$ cat src/rtl/hwag_cfg_seq.sv
// hwag_cfg_seq: writes the HWAG boot register table after reset, then arbitrates the register bus for a host port.
// Define HWAG_CFG_VERIFY_EN to read the table back and flag the first mismatching entry.
module hwag_cfg_seq (
  input  logic        clk,
  input  logic        rst,
  input  logic        reboot,
  input  logic        host_req,
  input  logic        host_we,
  input  logic [7:0]  host_addr,
  input  logic [15:0] host_wdata,
  output logic        host_ack,
  output logic [15:0] host_rdata,
  output logic [7:0]  reg_addr,
  output logic [15:0] reg_wdata,
  output logic        reg_we,
  output logic        reg_re,
  input  logic [15:0] reg_rdata,
  output logic        cfg_done,
  output logic        cfg_fault,
  output logic [7:0]  fault_addr
);

  localparam int N_ENTRIES = 12;
  localparam logic [3:0] END_IDX = 4'(N_ENTRIES);
`ifdef HWAG_CFG_VERIFY_EN
  localparam logic [3:0] LAST_IDX = 4'(N_ENTRIES - 1);
`endif

  typedef enum logic [1:0] {BOOT_WR, VERIFY_RD, READY, FAULT} state_t;

  state_t      state;
  logic [3:0]  idx;
  logic        reboot_pend;
  logic        in_serve;
  logic        busy;
  logic        finishing;
  logic        do_reboot;
  logic        accept;
  logic [23:0] cur;
  logic [23:0] first;
`ifdef HWAG_CFG_VERIFY_EN
  logic [23:0] nxt;
`endif

  // Each entry packs {addr, data}; CR0 (addr 63) goes last so the generator starts fully configured.
  function automatic logic [23:0] boot_entry(input logic [3:0] i);
    logic [23:0] e;
    case (i)
      4'd0:    e = {8'd0,   16'd128};
      4'd1:    e = {8'd1,   16'd0};
      4'd2:    e = {8'd2,   16'd65535};
      4'd3:    e = {8'd3,   16'd0};
      4'd4:    e = {8'd4,   16'd57};
      4'd5:    e = {8'd5,   16'd4};
      4'd6:    e = {8'd6,   16'd3839};
      4'd7:    e = {8'd65,  16'd2};
      4'd8:    e = {8'd70,  16'd2};
      4'd9:    e = {8'd127, 16'd1024};
      4'd10:   e = {8'd129, 16'd3830};
      4'd11:   e = {8'd63,  16'd7};
      default: e = 24'd0;
    endcase
    return e;
  endfunction

  // The host may also be taken on the very edge the boot sequence completes.
  always_comb begin
    in_serve = (state == READY) || (state == FAULT);
    busy     = in_serve && (reg_we || reg_re);
    cur      = boot_entry(idx);
    first    = boot_entry(4'd0);
`ifdef HWAG_CFG_VERIFY_EN
    nxt       = boot_entry(idx + 4'd1);
    finishing = (state == VERIFY_RD) && (idx == LAST_IDX) && (reg_rdata == cur[15:0]);
`else
    finishing = (state == BOOT_WR) && (idx == END_IDX);
`endif
    do_reboot = in_serve && !busy && (reboot || reboot_pend);
    accept    = (in_serve || finishing) && !busy && !do_reboot && host_req;
  end

  always_ff @(posedge clk or negedge rst) begin
    if (!rst) begin
      state       <= BOOT_WR;
      idx         <= '0;
      reboot_pend <= 1'b0;
      host_ack    <= 1'b0;
      host_rdata  <= '0;
      reg_addr    <= '0;
      reg_wdata   <= '0;
      reg_we      <= 1'b0;
      reg_re      <= 1'b0;
      cfg_done    <= 1'b0;
`ifdef HWAG_CFG_VERIFY_EN
      cfg_fault   <= 1'b0;
      fault_addr  <= '0;
`endif
    end else begin
      reg_we   <= 1'b0;
      reg_re   <= 1'b0;
      host_ack <= 1'b0;
      case (state)
        BOOT_WR: begin
          if (idx != END_IDX) begin
            reg_we    <= 1'b1;
            reg_addr  <= cur[23:16];
            reg_wdata <= cur[15:0];
            idx       <= idx + 4'd1;
          end else begin
`ifdef HWAG_CFG_VERIFY_EN
            reg_re   <= 1'b1;
            reg_addr <= first[23:16];
            idx      <= '0;
            state    <= VERIFY_RD;
`else
            cfg_done <= 1'b1;
            state    <= READY;
`endif
          end
        end
`ifdef HWAG_CFG_VERIFY_EN
        // Read data for the entry on the bus is compared at the edge that ends its strobe.
        VERIFY_RD: begin
          if (reg_rdata != cur[15:0]) begin
            cfg_fault  <= 1'b1;
            fault_addr <= cur[23:16];
            state      <= FAULT;
          end else if (idx == LAST_IDX) begin
            cfg_done <= 1'b1;
            state    <= READY;
          end else begin
            reg_re   <= 1'b1;
            reg_addr <= nxt[23:16];
            idx      <= idx + 4'd1;
          end
        end
`endif
        default: begin
          if (busy) begin
            host_ack <= 1'b1;
            if (reg_re) host_rdata <= reg_rdata;
            if (reboot) reboot_pend <= 1'b1;
          end else if (do_reboot) begin
            reboot_pend <= 1'b0;
            cfg_done    <= 1'b0;
`ifdef HWAG_CFG_VERIFY_EN
            cfg_fault   <= 1'b0;
            fault_addr  <= '0;
`endif
            reg_we      <= 1'b1;
            reg_addr    <= first[23:16];
            reg_wdata   <= first[15:0];
            idx         <= 4'd1;
            state       <= BOOT_WR;
          end
        end
      endcase
      if (accept) begin
        reg_we    <= host_we;
        reg_re    <= !host_we;
        reg_addr  <= host_addr;
        reg_wdata <= host_we ? host_wdata : 16'd0;
      end
    end
  end

`ifndef HWAG_CFG_VERIFY_EN
  assign cfg_fault  = 1'b0;
  assign fault_addr = 8'd0;
`endif

endmodule

$ cat config.mk
export PLATFORM = sky130hd
export DESIGN_NAME = hwag_cfg_seq
export DESIGN_NICKNAME = d
export VERILOG_FILES = /design/src/rtl/hwag_cfg_seq.sv
export SDC_FILE = /design/constraint.sdc
export NUM_CORES = 1
export LEC_CHECK = 0
export ABC_AREA = 1
export CAP_MARGIN = 25
export CORE_MARGIN = 5
export CORE_UTILIZATION = 44
export CTS_BUF_LIST = sky130_fd_sc_hd__clkbuf_16
export CTS_CLUSTER_DIAMETER = 120
export DETAILED_ROUTE_END_ITERATION = 10
export PLACE_DENSITY_LB_ADDON = 0.08
export RECOVER_POWER = 100
export SETUP_SLACK_MARGIN = 0.05
export SLEW_MARGIN = 20
export SYNTH_ARGS = -nofsm -noshare
export SYNTH_HDL_FRONTEND = slang
export SYNTH_SLANG_ARGS = --single-unit
$ cat constraint.sdc
create_clock -name clk -period 2 [get_ports clk]
set_clock_uncertainty 0.15 [all_clocks]
set_input_delay 0.4 -clock clk [delete_from_list [all_inputs] [get_ports clk]]
set_output_delay 0.4 -clock clk [all_outputs]
set_load 0.01 [all_outputs]
==> load_flow_metrics.sql <==
INSERT INTO impl_metrics (metric_group, metric, value, unit) VALUES
('critical_path', 'number_of_logic_stages_on_the_critical_path_including_buffering', '1', ''),
('clocking', 'cts_htree_levels', '2', ''),
('final_layout', 'fillCellCount', '458', ''),
('timing', 'finalHoldViolCount', '0', ''),
('final_layout', 'finish.utilization', '0.650', ''),
('floorplan', 'initial_utilization', '0.455', ''),
('placed_design', 'dpl.cell_count', '408', ''),
('clocking', 'cts_tree', 'built', ''),
('final_layout', 'antennaDiodeCount', '0', ''),
('detailed_routing', 'avgViaCountPerCell', '4.77', ''),
('clocking', 'post_cts_sizing', '0', ''),
('clocking', 'clkSlewWorstSetupHoldPaths', '0.06', 'ns'),
('critical_path', 'critical-path-slowest-cell', 'dlygate4sd3_1', ''),
('critical_path', 'worstSetupEndpoint', 'reg_we', ''),
('timing', 'setup-tns-final', '0', 'ns'),
('detailed_routing', 'drt_iter0_drc', '79', ''),
('timing', 'layout_setup_ws', '0.104', 'ns'),
('detailed_routing', 'wirelength', '5.79', 'mm'),
('critical_path', 'cp_data_required_time', '1.45', 'ns'),
('global_route', 'grt_antenna_before_repair', '0', ''),
('clocking', 'cts_inserted_buffers', '5', ''),
('final_layout', 'postLayoutCellArea', '3580', 'µm²'),
('placed_design', 'hpwl_reported_at_the_end_of_detailed_placement', '4.42', 'mm'),
('final_layout', 'final_nets', '398', ''),
('critical_path', 'worstSetupStartpointType', 'register', ''),
('timing', 'tightestPinTransition', '0.695', 'ns'),
('placed_design', 'place_worst_setup_slack', '0.0831', 'ns'),
('synthesis', 'yosysUniqueCellTypes', '31', ''),
('synthesis', 'post_synth.cell_area_avg', '10.1', 'µm²'),
('worst_hold_path', 'hp-class', 'register to register', ''),
('global_route', 'grt_pass1_wl', '9.92', 'mm'),
('clocking', 'clockRootBuffer', 'clkbuf_16', ''),
('detailed_routing', 'drt-pass1-iter-count', '4', ''),
('critical_path', 'worst-r2r-cell-count', '8', ''),
('floorplan', 'horiz_die_dim', '85.5', 'µm'),
('global_route', 'gr-usage-all-layers', '0.167', ''),
('global_route', 'maximum_number_of_pins_on_one_net_before_global_route_repair', '50', ''),
('global_route', 'number_of_global_route_vias_before_repair', '1994', ''),
('critical_path', 'timing.critical_path.buf_inv', '1', ''),
('detailed_routing', 'vias', '1984', ''),
('placed_design', 'io_buffer_count', '88', ''),
('timing', 'maxSlewViolCount', '0', ''),
('floorplan', 'ios', '98', ''),
('placed_design', 'post_dp_cell_area', '3440', 'µm²'),
('critical_path', 'timing.critical_path.max_delay_family', 'buffers and inverters', ''),
('critical_path', 'critPathArrivalTime', '1.35', 'ns'),
('floorplan', 'placementRows', '27', ''),
('critical_path', 'critical_path.cell_chain', 'dlygate4sd3_1', ''),
('synthesis', 'ys_seq_area_frac', '0.490', ''),
('floorplan', 'fp.coreArea', '5510', 'µm²'),
('critical_path', 'worst-path-max-fanout', '2', ''),
('timing', 'post-route-min-period', '1.90', 'ns'),
('synthesis', 'netlist_area', '2500', 'µm²'),
('outcome', 'outcome', 'finished, final reports clean', ''),
('clocking', 'clock_tree.buffer_depth', '2', ''),
('power', 'finalPower', '5.25', 'mW'),
('timing', 'max_freq', '527', 'MHz'),
('global_route', 'overflow', '0', ''),
('final_layout', 'fin_cells', '416', ''),
('detailed_routing', 'drcViolationCount', '0', ''),
('detailed_routing', 'postRouteAntennaNets', '0', ''),
('synthesis', 'yosysWarningCount', '0', ''),
('timing', 'grt_setup_unrepaired', 'false', ''),
('worst_hold_path', 'hp-start', 'reg_wdata[0]$_DFFE_PN0P_', ''),
('synthesis', 'ys_seq_elements', '49', ''),
('floorplan', 'fp.dieArea', '7300', 'µm²'),
('final_layout', 'signed_area_change_from_the_synthesized_netlist_to_the_final_layout', '42.8', '%'),
('power', 'cellPowerDensity', '1470', 'nW/µm²'),
('synthesis', 'netlist_instances', '249', ''),
('placed_design', 'finalWeightedCongestion', '0.834', ''),
('detailed_routing', 'wl_per_cell', '13.9', 'µm');
==> worst min-delay path by stage <==
stage	depth (start not counted)	endpoint
finish	2	reg_wdata[0]$_DFFE_PN0P_
global route	1	host_rdata[6]$_DFFE_PN0P_
CTS	2	reg_wdata[0]$_DFFE_PN0P_
detailed placement	2	host_rdata[14]$_DFFE_PN0P_
global placement	2	host_rdata[14]$_DFFE_PN0P_
floorplan	0	cfg_done$_DFFE_PN0P_
==> power breakdown <==
group	internal [mW]	switching (mW)
logic	1.26	1.37
clock network	0.580	0.341
registers	1.45	0.256
==> flip-flops by register name, summed over array words and instances, names as in the netlist <==
signal / cells
host_rdata: 16
reg_wdata: 16
reg_addr: 8
idx: 4
cfg_done: 1
host_ack: 1
reboot_pend: 1
reg_re: 1
reg_we: 1
==> cell type report <==
| class | count | area [µm²] | share of cell area |
|---|---|---|---|
| repair buffers | 95 | 943 | 0.264 |
| clock inverters | 2 | 35.0 | 0.00979 |
| flip-flops and latches | 49 | 1230 | 0.343 |
| clock buffers | 5 | 125 | 0.0350 |
| multi-input cells | 177 | 1090 | 0.305 |
| well taps | 72 | 90.1 | 0.0252 |
| inverters | 16 | 65.1 | 0.0182 |
==> tightest hold or removal path: cells and delay by family (launching register included) <==
family,cells,cell delay (ns)
AND/OR/NAND/NOR,2,0.11
flip-flops,1,0.35
==> cells in the mapped netlist, drive strengths merged <==
cell	count	area share
a21oi	4	0.0080
a22oi	3	0.0090
buf	15	0.053
clkinv	1	0.0015
conb	1	0.0015
dfrtp	49	0.49
ha	9	0.045
inv	15	0.024
mux2	16	0.072
nand2	73	0.13
nand3	26	0.061
nand3b	1	0.0030
nor2	15	0.054
nor3	2	0.0040
o211ai	4	0.012
o21ai	12	0.024
o22ai	2	0.0050
or2	1	0.0025
==> layer usage <==
layer | vias up | track usage | share of wire
li1 | 992 | - | -
met1 | 935 | 0.236 | 0.47
met2 | 55 | 0.266 | 0.47
met3 | 2 | 0.0340 | 0.057
met4 | 0 | 0.0345 | 0.0047
met5 | - | 0 | 0
==> kinds of logic after synthesis <==
group	Yosys count	synth area share
AND/OR/NAND/NOR	118	0.255
flip-flops	49	0.490
multiplexers	16	0.0719
other	1	0.00150
buffers and inverters	31	0.0794
adder cells (fa/ha/maj)	9	0.0450
AO/OA/AOI/OAI	25	0.0579
==> what timing repair did <==
action	in CTS	in global routing
hold buffers	1	0
buffers inserted	0	0
endpoints found under the hold margin	49	0
==> cell usage in the layout, fill, tap and decap left out, types with 2 or more instances in the layout <==
cell,instances
o21ai_0,11
nor3_1,2
nor2_8,4
mux2_2,16
clkdlybuf4s50_1,44
conb_1,9
clkbuf_16,5
inv_1,13
o22ai_1,2
ha_1,9
nand2_2,8
o211ai_1,4
buf_4,4
nor2_4,2
a21oi_1,4
a22oi_1,3
nand2_1,63
nand3_1,25
dfrtp_1,49
dlygate4sd3_1,44
nor2_1,9
No activity file was read; power rests on OpenSTA's default activity.
